==> src/rtl/imem_loader_pkg.sv <==
// Shared RISC-V definitions: the canonical NOP word, the loader state encoding
// and the word-count width helper.
package imem_loader_pkg;

  localparam logic [31:0] NOP_INSN = 32'h0000_0013;  // addi x0,x0,0

  typedef enum logic {
    LOAD = 1'b0,
    RUN  = 1'b1
  } state_t;

  // word_count must be able to hold DEPTH itself, not just DEPTH-1
  function automatic int wc_width(input int depth);
    return $clog2(depth) + 1;
  endfunction

endpackage

==> src/rtl/imem_loader_byte_packer.sv <==
// Assembles accepted load bytes into little-endian 32-bit words and flags
// when a word is complete (lane 3 filled, or flushed early by load_last).
module byte_packer (
  input  logic        clk,
  input  logic        reset,
  input  logic        accept,
  input  logic [7:0]  data,
  input  logic        last,
  output logic [1:0]  byte_idx,
  output logic        word_done,
  output logic [31:0] word
);

  logic [3:0][7:0] lane_q;
  logic [3:0][7:0] lane_out;

  assign word_done = accept & ((byte_idx == 2'd3) | last);

  // The word seen by the memory includes the byte being accepted this cycle;
  // lanes above it are forced to zero so a flushed partial word is clean.
  for (genvar k = 0; k < 4; k++) begin : g_lane
    localparam logic [1:0] LANE = 2'(k);
    assign lane_out[k] = (LANE < byte_idx)  ? lane_q[k] :
                         (LANE == byte_idx) ? data      : 8'h00;
  end

  assign word = lane_out;

  always_ff @(posedge clk or posedge reset) begin
    if (reset) begin
      byte_idx <= 2'd0;
      lane_q   <= '0;
    end else if (accept) begin
      byte_idx <= word_done ? 2'd0 : byte_idx + 2'd1;
      for (int k = 0; k < 4; k++)
        if (byte_idx == 2'(k)) lane_q[k] <= data;
    end
  end

endmodule

==> src/rtl/imem_loader.sv <==
// Instruction memory that is filled from a byte stream after reset, holds the
// core in reset while loading, then serves combinational instruction fetches.
module imem_loader
  import imem_loader_pkg::*;
#(
  parameter int          DEPTH = 64,
  parameter logic [31:0] NOP   = NOP_INSN
) (
  input  logic                         clk,
  input  logic                         reset,
  input  logic                         load_valid,
  input  logic [7:0]                   load_data,
  input  logic                         load_last,
  output logic                         load_ready,
  output logic                         core_reset,
  input  logic [63:0]                  PC_to_INSTMEM,
  output logic [31:0]                  instruction,
  output logic                         fetch_fault,
  output logic [wc_width(DEPTH)-1:0]   word_count
);

  localparam int AW  = $clog2(DEPTH);
  localparam int WCW = wc_width(DEPTH);

  state_t      state, state_nxt;
  logic        accept;
  logic [1:0]  byte_idx;
  logic        word_done;
  logic [31:0] word;
  logic [31:0] mem [DEPTH];
  logic [63:0] idx_ext;
  logic        hit;

  assign accept = load_valid & load_ready;

  byte_packer u_packer (
    .clk       (clk),
    .reset     (reset),
    .accept    (accept),
    .data      (load_data),
    .last      (load_last),
    .byte_idx  (byte_idx),
    .word_done (word_done),
    .word      (word)
  );

  always_ff @(posedge clk or posedge reset) begin
    if (reset) state <= LOAD;
    else       state <= state_nxt;
  end

  // Filling the last slot ends the load even without load_last.
  always_comb begin
    state_nxt  = state;
    load_ready = 1'b0;
    core_reset = 1'b1;
    case (state)
      LOAD: begin
        load_ready = 1'b1;
        if (word_done && (load_last || word_count == WCW'(DEPTH - 1)))
          state_nxt = RUN;
      end
      RUN: core_reset = 1'b0;
      default: state_nxt = LOAD;
    endcase
  end

  always_ff @(posedge clk or posedge reset) begin
    if (reset)          word_count <= '0;
    else if (word_done) word_count <= word_count + WCW'(1);
  end

  // Contents are deliberately not reset; word_count gates visibility.
  always_ff @(posedge clk) begin
    if (word_done) mem[word_count[AW-1:0]] <= word;
  end

  // Compare the full index so high PC bits never alias back into the array.
  assign idx_ext     = {2'b00, PC_to_INSTMEM[63:2]};
  assign hit         = (PC_to_INSTMEM[1:0] == 2'b00) && (idx_ext < 64'(word_count));
  assign instruction = hit ? mem[PC_to_INSTMEM[AW+1:2]] : NOP;
  assign fetch_fault = ~hit;

endmodule

==> config.mk <==
export PLATFORM = sky130hd
export DESIGN_NAME = imem_loader
export DESIGN_NICKNAME = d
export VERILOG_FILES = /design/src/rtl/imem_loader_pkg.sv /design/src/rtl/imem_loader_byte_packer.sv /design/src/rtl/imem_loader.sv
export SDC_FILE = /design/constraint.sdc
export NUM_CORES = 2
export LEC_CHECK = 0
export CORE_ASPECT_RATIO = 1.1
export CORE_MARGIN = 5
export CORE_UTILIZATION = 62
export DETAILED_ROUTE_END_ITERATION = 6
export PLACE_DENSITY = 0.87
export SLEW_MARGIN = 20
export SYNTH_ARGS = -nofsm -noshare
export SYNTH_HDL_FRONTEND = slang
export SYNTH_SLANG_ARGS = --single-unit
==> constraint.sdc <==
create_clock -name clk -period 6.2 [get_ports clk]
set_input_delay 1.24 -clock clk [delete_from_list [all_inputs] [get_ports clk]]
set_output_delay 1.24 -clock clk [all_outputs]
set_load 0.02 [all_outputs]
# Word-level counts from Yosys, hierarchy flattened
# Memory sizes are Yosys's and may differ from the RTL's.
# Index checks and enable logic that the tools add are counted.
# W data, S select, Z words.
dict set report op_classes {
  addsub 2
  n_lt_le_gt_ge 5
  n_eq_ne 7
  muxes 15
  n_bitwise 4
  reduce_logical 9
}
# op n
set op_table {}
lappend op_table {{$mux W8} 8}
lappend op_table {{$lt A62 B7 Y1} 1}
lappend op_table {{$mux W32} 1}
lappend op_table {{$reduce_and A2 Y1} 4}
lappend op_table {{$add A7 B1 Y7 const B} 1}
lappend op_table {{$eq A7 B6 Y1 const B} 1}
lappend op_table {{$mux W1} 5}
lappend op_table {{$eq A2 B2 Y1 const A} 2}
lappend op_table {{$eq A2 B2 Y1 const B} 2}
lappend op_table {{$logic_not A2 Y1} 2}
lappend op_table {{$lt A1 B2 Y1 const A} 2}
lappend op_table {{$lt A2 B2 Y1 const A} 2}
lappend op_table {{$add A2 B1 Y2 const B} 1}
lappend op_table {{$and A1 B1 Y1} 2}
lappend op_table {{$eq A1 B2 Y1 const A} 1}
lappend op_table {{$eq A2 B1 Y1 const B} 1}
lappend op_table {{$logic_and A1 B1 Y1} 2}
lappend op_table {{$mux W2} 1}
lappend op_table {{$logic_or A1 B1 Y1} 1}
lappend op_table {{$not A1 Y1} 1}
lappend op_table {{$or A1 B1 Y1} 1}
dict set report word_totals {
  ff_bits 42
  ram_bits 2048
  input_bits 76
  output_inout_bits 42
  n_memories 1
}
# name words word_bits read_ports rd_clocked_by_memory_dff wr line
set memory_table {}
lappend memory_table {mem 64 32 1 0 1 imem_loader.sv:30} ;# logic [31:0] mem [DEPTH];

# Longest topological paths before layout
dict set report logic_depth {
  depth_word 6
  mapped_depth 11
  ltp_nobuf 7
}

# Cells and area by module
# A second synthesis with hierarchy kept.
dict set report unflattened {
  cells_unflattened 3687
  area_unflattened_um2 80937.6
}
# module n_inst cells_per_inst area_each_um2 seq_area_each_um2
set modules_own_cells {}
lappend modules_own_cells {imem_loader 1 3549 79481.2 61699.2}
lappend modules_own_cells {byte_packer 1 138 1456.4 650.6}

# Worst setup path before layout
# No wires, ideal clock.
dict set report synth_path {
  kind {input -> output}
  start {input PC_to_INSTMEM[2]}
  end {output instruction[23]}
  arrival_time_ns 3.315
  required_time_ns 4.960
  slack_ns 1.645
  path_stages 10
  n_path_buf 5
  path_cell_list {buf_6 -> buf_12 -> buf_12 -> buf_8 -> buf_8 -> mux2i_1 -> a221oi_1 -> a22oi_1 -> nand3_1 -> nor4b_1}
}
dict set report synth_via {
  elab_chain_cells 3
}
# item line
set synth_lines {}
lappend synth_lines {{start: declaration} imem_loader.sv:16} ;# input logic [63:0] PC_to_INSTMEM,
lappend synth_lines {{$lt A62 B7 Y1} imem_loader.sv:80} ;# assign hit = (PC_to_INSTMEM[1:0] == 2'b00) && (idx_ext < 64'(word_count));
lappend synth_lines {{$logic_and A1 B1 Y1} imem_loader.sv:80}
lappend synth_lines {{$mux W32 (*)} imem_loader.sv:81} ;# assign instruction = hit ? mem[PC_to_INSTMEM[AW+1:2]] : NOP;
lappend synth_lines {{end: declaration} imem_loader.sv:17} ;# output logic [31:0] instruction,
# Mark *: on every way between the ends. The rest lies on a longest branch, timed or not.

# Worst setup path after layout
dict set report layout_path {
  start {input PC_to_INSTMEM[2]}
  end {output instruction[16]}
}
# Same word-level chain as after synthesis.

==> impl_metrics.py <==
metrics = {
    "status": {
        "outcome": "completed",
    },
    "global_route": {
        "grt_overflow": 0,
        "grt_pass1_vias": 46690,
        "grtUsageMet1_pct": 45.13,
        "grt_pass1_wl_um": 352400,
        "use_met3_pct": 12.50,
        "use_met2_pct": 56.78,
        "antenna_found_initial": 9,
        "grt_usage_pct": 36.79,
        "grt-busiest-layer": "met2",
        "grt_max_degree": 80,
    },
    "yosys": {
        "syn_inst": 3744,
        "netlist_area_um2": 81320,
        "synth.distinct_cells": 78,
        "synth_edf_count": 2048,
        "synth_ff_type": "edfxtp_1",
        "synth_common_cells": "2048 x edfxtp_1, 440 x mux4_2, 171 x mux2i_1",
        "synth-seq-area-share_pct": 76.67,
        "yosysMostFrequentCell": "edfxtp_1",
        "synthTopCellsByArea": "edfxtp_1 76%, mux4_2 12%, mux2i_1 2.1%, dfrtp_1 1.0%, mux4_1 1.0%",
        "syn_avg_cell_area_um2": 21.72,
        "yosysWarnings": 0,
        "synthArstFlopShare_pct": 1.633,
        "syn_nets": 3831,
        "synth_top_area_share_pct": 75.62,
        "synth_area_leader_cell": "edfxtp_1",
        "synth_seq_cells": 2082,
    },
    "cells_and_area": {
        "fillCellCount": 6823,
        "nets": 4165,
        "multi_input_area_um2": 18130,
        "drive_gt1_share_pct": 26.62,
        "syn2layout_area_growth_pct": 13.37,
        "regArea_um2": 62350,
    },
    "floorplan": {
        "core.rowCount": 139,
        "start_util_pct": 62.35,
        "die_h_um": 389.8,
        "dieArea_um2": 138500,
        "ios": 118,
        "core_area_um2": 130400,
        "die_x_um": 355.3,
    },
    "timing": {
        "final-max-slew-violation-count": 0,
        "hold_violations": 0,
        "rsz0062_at_grt": "no",
        "setup-violations-final": 0,
        "slew_headroom_pct": 18.46,
        "period_share_pct": 98.95,
        "tns_ns": 0,
        "max_slew.worst_pin.slew_ns": 1.220,
        "fmax_mhz": 163.0,
        "skew_ns": 0.03039,
        "min_period_ns": 6.135,
    },
    "drt": {
        "routedWlPerCell_um": 42.65,
        "vias_per_cell": 7.701,
        "ant_nets": 0,
        "first_pass_iters": 7,
        "initialDrtViolationCount": 9437,
        "drc": 0,
        "vias": 45720,
        "wirelength_um": 253200,
    },
    "power": {
        "power_mw": 30.29,
        "power.leakage_nw": 29.76,
        "power.density_nw_per_um2": 328.6,
        "ir_worst_vdd_mv": 0.3178,
    },
    "run": {
        "maxCapViolations": 0,
    },
    "clocking": {
        "cts_sinks": 2082,
        "postCtsSetupBuffers": 0,
        "cts_tree": "yes",
        "clkTransAtPathRegs_ns": 0.06,
        "ctsRootBufferMaster": "clkbuf_16",
        "cts_buffer_depth": 3,
        "cts_htree_levels": 4,
        "insertion_delay_ns": 0.83,
        "cts_made_buffers": 194,
    },
    "critical_path": {
        "critPathCaptureType": "output pin",
        "crit_path_start": "PC_to_INSTMEM[2]",
        "reg2reg_to": "mem[7][9]",
        "worst-r2r-setup-slack_ns": 1.42,
        "crit_end": "instruction[16]",
        "critPathKind": "input port to output pin",
        "worstSetupStartpointType": "input port",
        "rr_worst_depth": 6,
        "crit_fanout": 55,
        "critPathRequiredTime_ns": 4.96,
        "r2r-start": "u_packer.byte_idx[1]",
        "cp.arrival_ns": 4.89,
    },
    "placed_design": {
        "gp_congestion": 0.8749,
        "port_buffers": 117,
        "dp_hpwl_um": 133300,
    },
    "worst_hold_path": {
        "hold_depth": 1,
        "hold_class": "flop to flop",
        "min_from": "u_packer.lane_q[1]",
    },
}
[flip-flops by register name (all words and copies together), names as in the netlist]
| register | flops |
|---|---|
| mem | 2048 |
| state | 1 |
| u_packer.byte_idx | 2 |
| u_packer.lane_q | 24 |
| word_count | 7 |
[critical path, stage by stage]
cell             delay, ns
buf_8                 0.38
buf_12                0.46
mux2i_1               0.18
a221oi_1              0.58
a21o_1                0.22
a21oi_1               0.07
a2111oi_2             0.89
clkdlybuf4s50_1       0.77
[power by group]
part	internal, mW	switching (mW)	total [mW]	leakage [nW]
sequential	16.0	0.0533	16.0	19.1
combinational	0.612	1.51	2.12	7.54
clock	6.80	5.32	12.1	3.09
total	23.4	6.89	30.3	29.8
[routing by layer]
| metal | vias up | part of all wire, % |
|---|---|---|
| met3 | 1280 | 17 |
| met5 | - | 0.021 |
| met2 | 5490 | 46 |
| li1 | 16440 | - |
| met4 | 8 | 8.7 |
| met1 | 22500 | 28 |
[metrics by stage]
stage | std cells | util, % | hold WS [ns] | setup WS, ns | area [um^2]
CTS | 5924 | 70.55 | 0.5082 | 0.3030 | 92020
global placement | 5569 | 65.70 | 0.4834 | 0.4145 | 85700
global route | 5929 | 70.67 | 0.5271 | 0.1700 | 92180
detailed placement | 5569 | 65.70 | 0.4916 | 0.3368 | 85700
floorplan | 3744 | - | 0.4754 | 1.645 | 81320
finish | 5936 | 70.68 | 0.5137 | 0.06509 | 92190
[cell type report]
class | count | area share (%)
multi-input cells | 1441 | 19.67
repair buffers | 344 | 3.463
diodes | 7 | 0.01900
flip-flops and latches | 2082 | 67.63
well taps | 1692 | 2.296
clock buffers | 250 | 5.686
clock inverters | 105 | 1.173
inverters | 15 | 0.06650
[repair_timing]
item                       4_1_cts  5_1_grt
hold buffers                     0        0
setup endpoints to repair        0        1
resized for setup                0        1
[cell usage in the layout (no fill, tap or decap), types with 47 or more instances in the layout]
cell,n
mux2i_1,171
edfxtp_1,2048
nor2_1,52
a221oi_1,50
nand2_1,140
mux4_2,440
clkbuf_16,200
buf_4,209
o21ai_0,47
clkdlybuf4s50_1,104
nor2_4,64
[cells by family after synthesis]
kind of cell             Yosys count  share of synthesized area, %
AO/OA/AOI/OAI                    304                         2.679
XOR/XNOR                           5                       0.05385
adder cells (fa/ha/maj)           11                        0.1692
buffers and inverters            221                         1.939
flip-flops                      2082                         76.67
multiplexers                     695                         16.03
AND/OR/NAND/NOR                  426                         2.465
[worst min-delay path by stage]
stage | end | slack (ns)
floorplan | u_packer.lane_q[0] | 0.48
global placement | u_packer.lane_q[4] | 0.48
detailed placement | u_packer.lane_q[4] | 0.49
CTS | u_packer.lane_q[1] | 0.51
global route | u_packer.lane_q[1] | 0.53
finish | u_packer.lane_q[1] | 0.51
(Power assumes the default switching activity.)
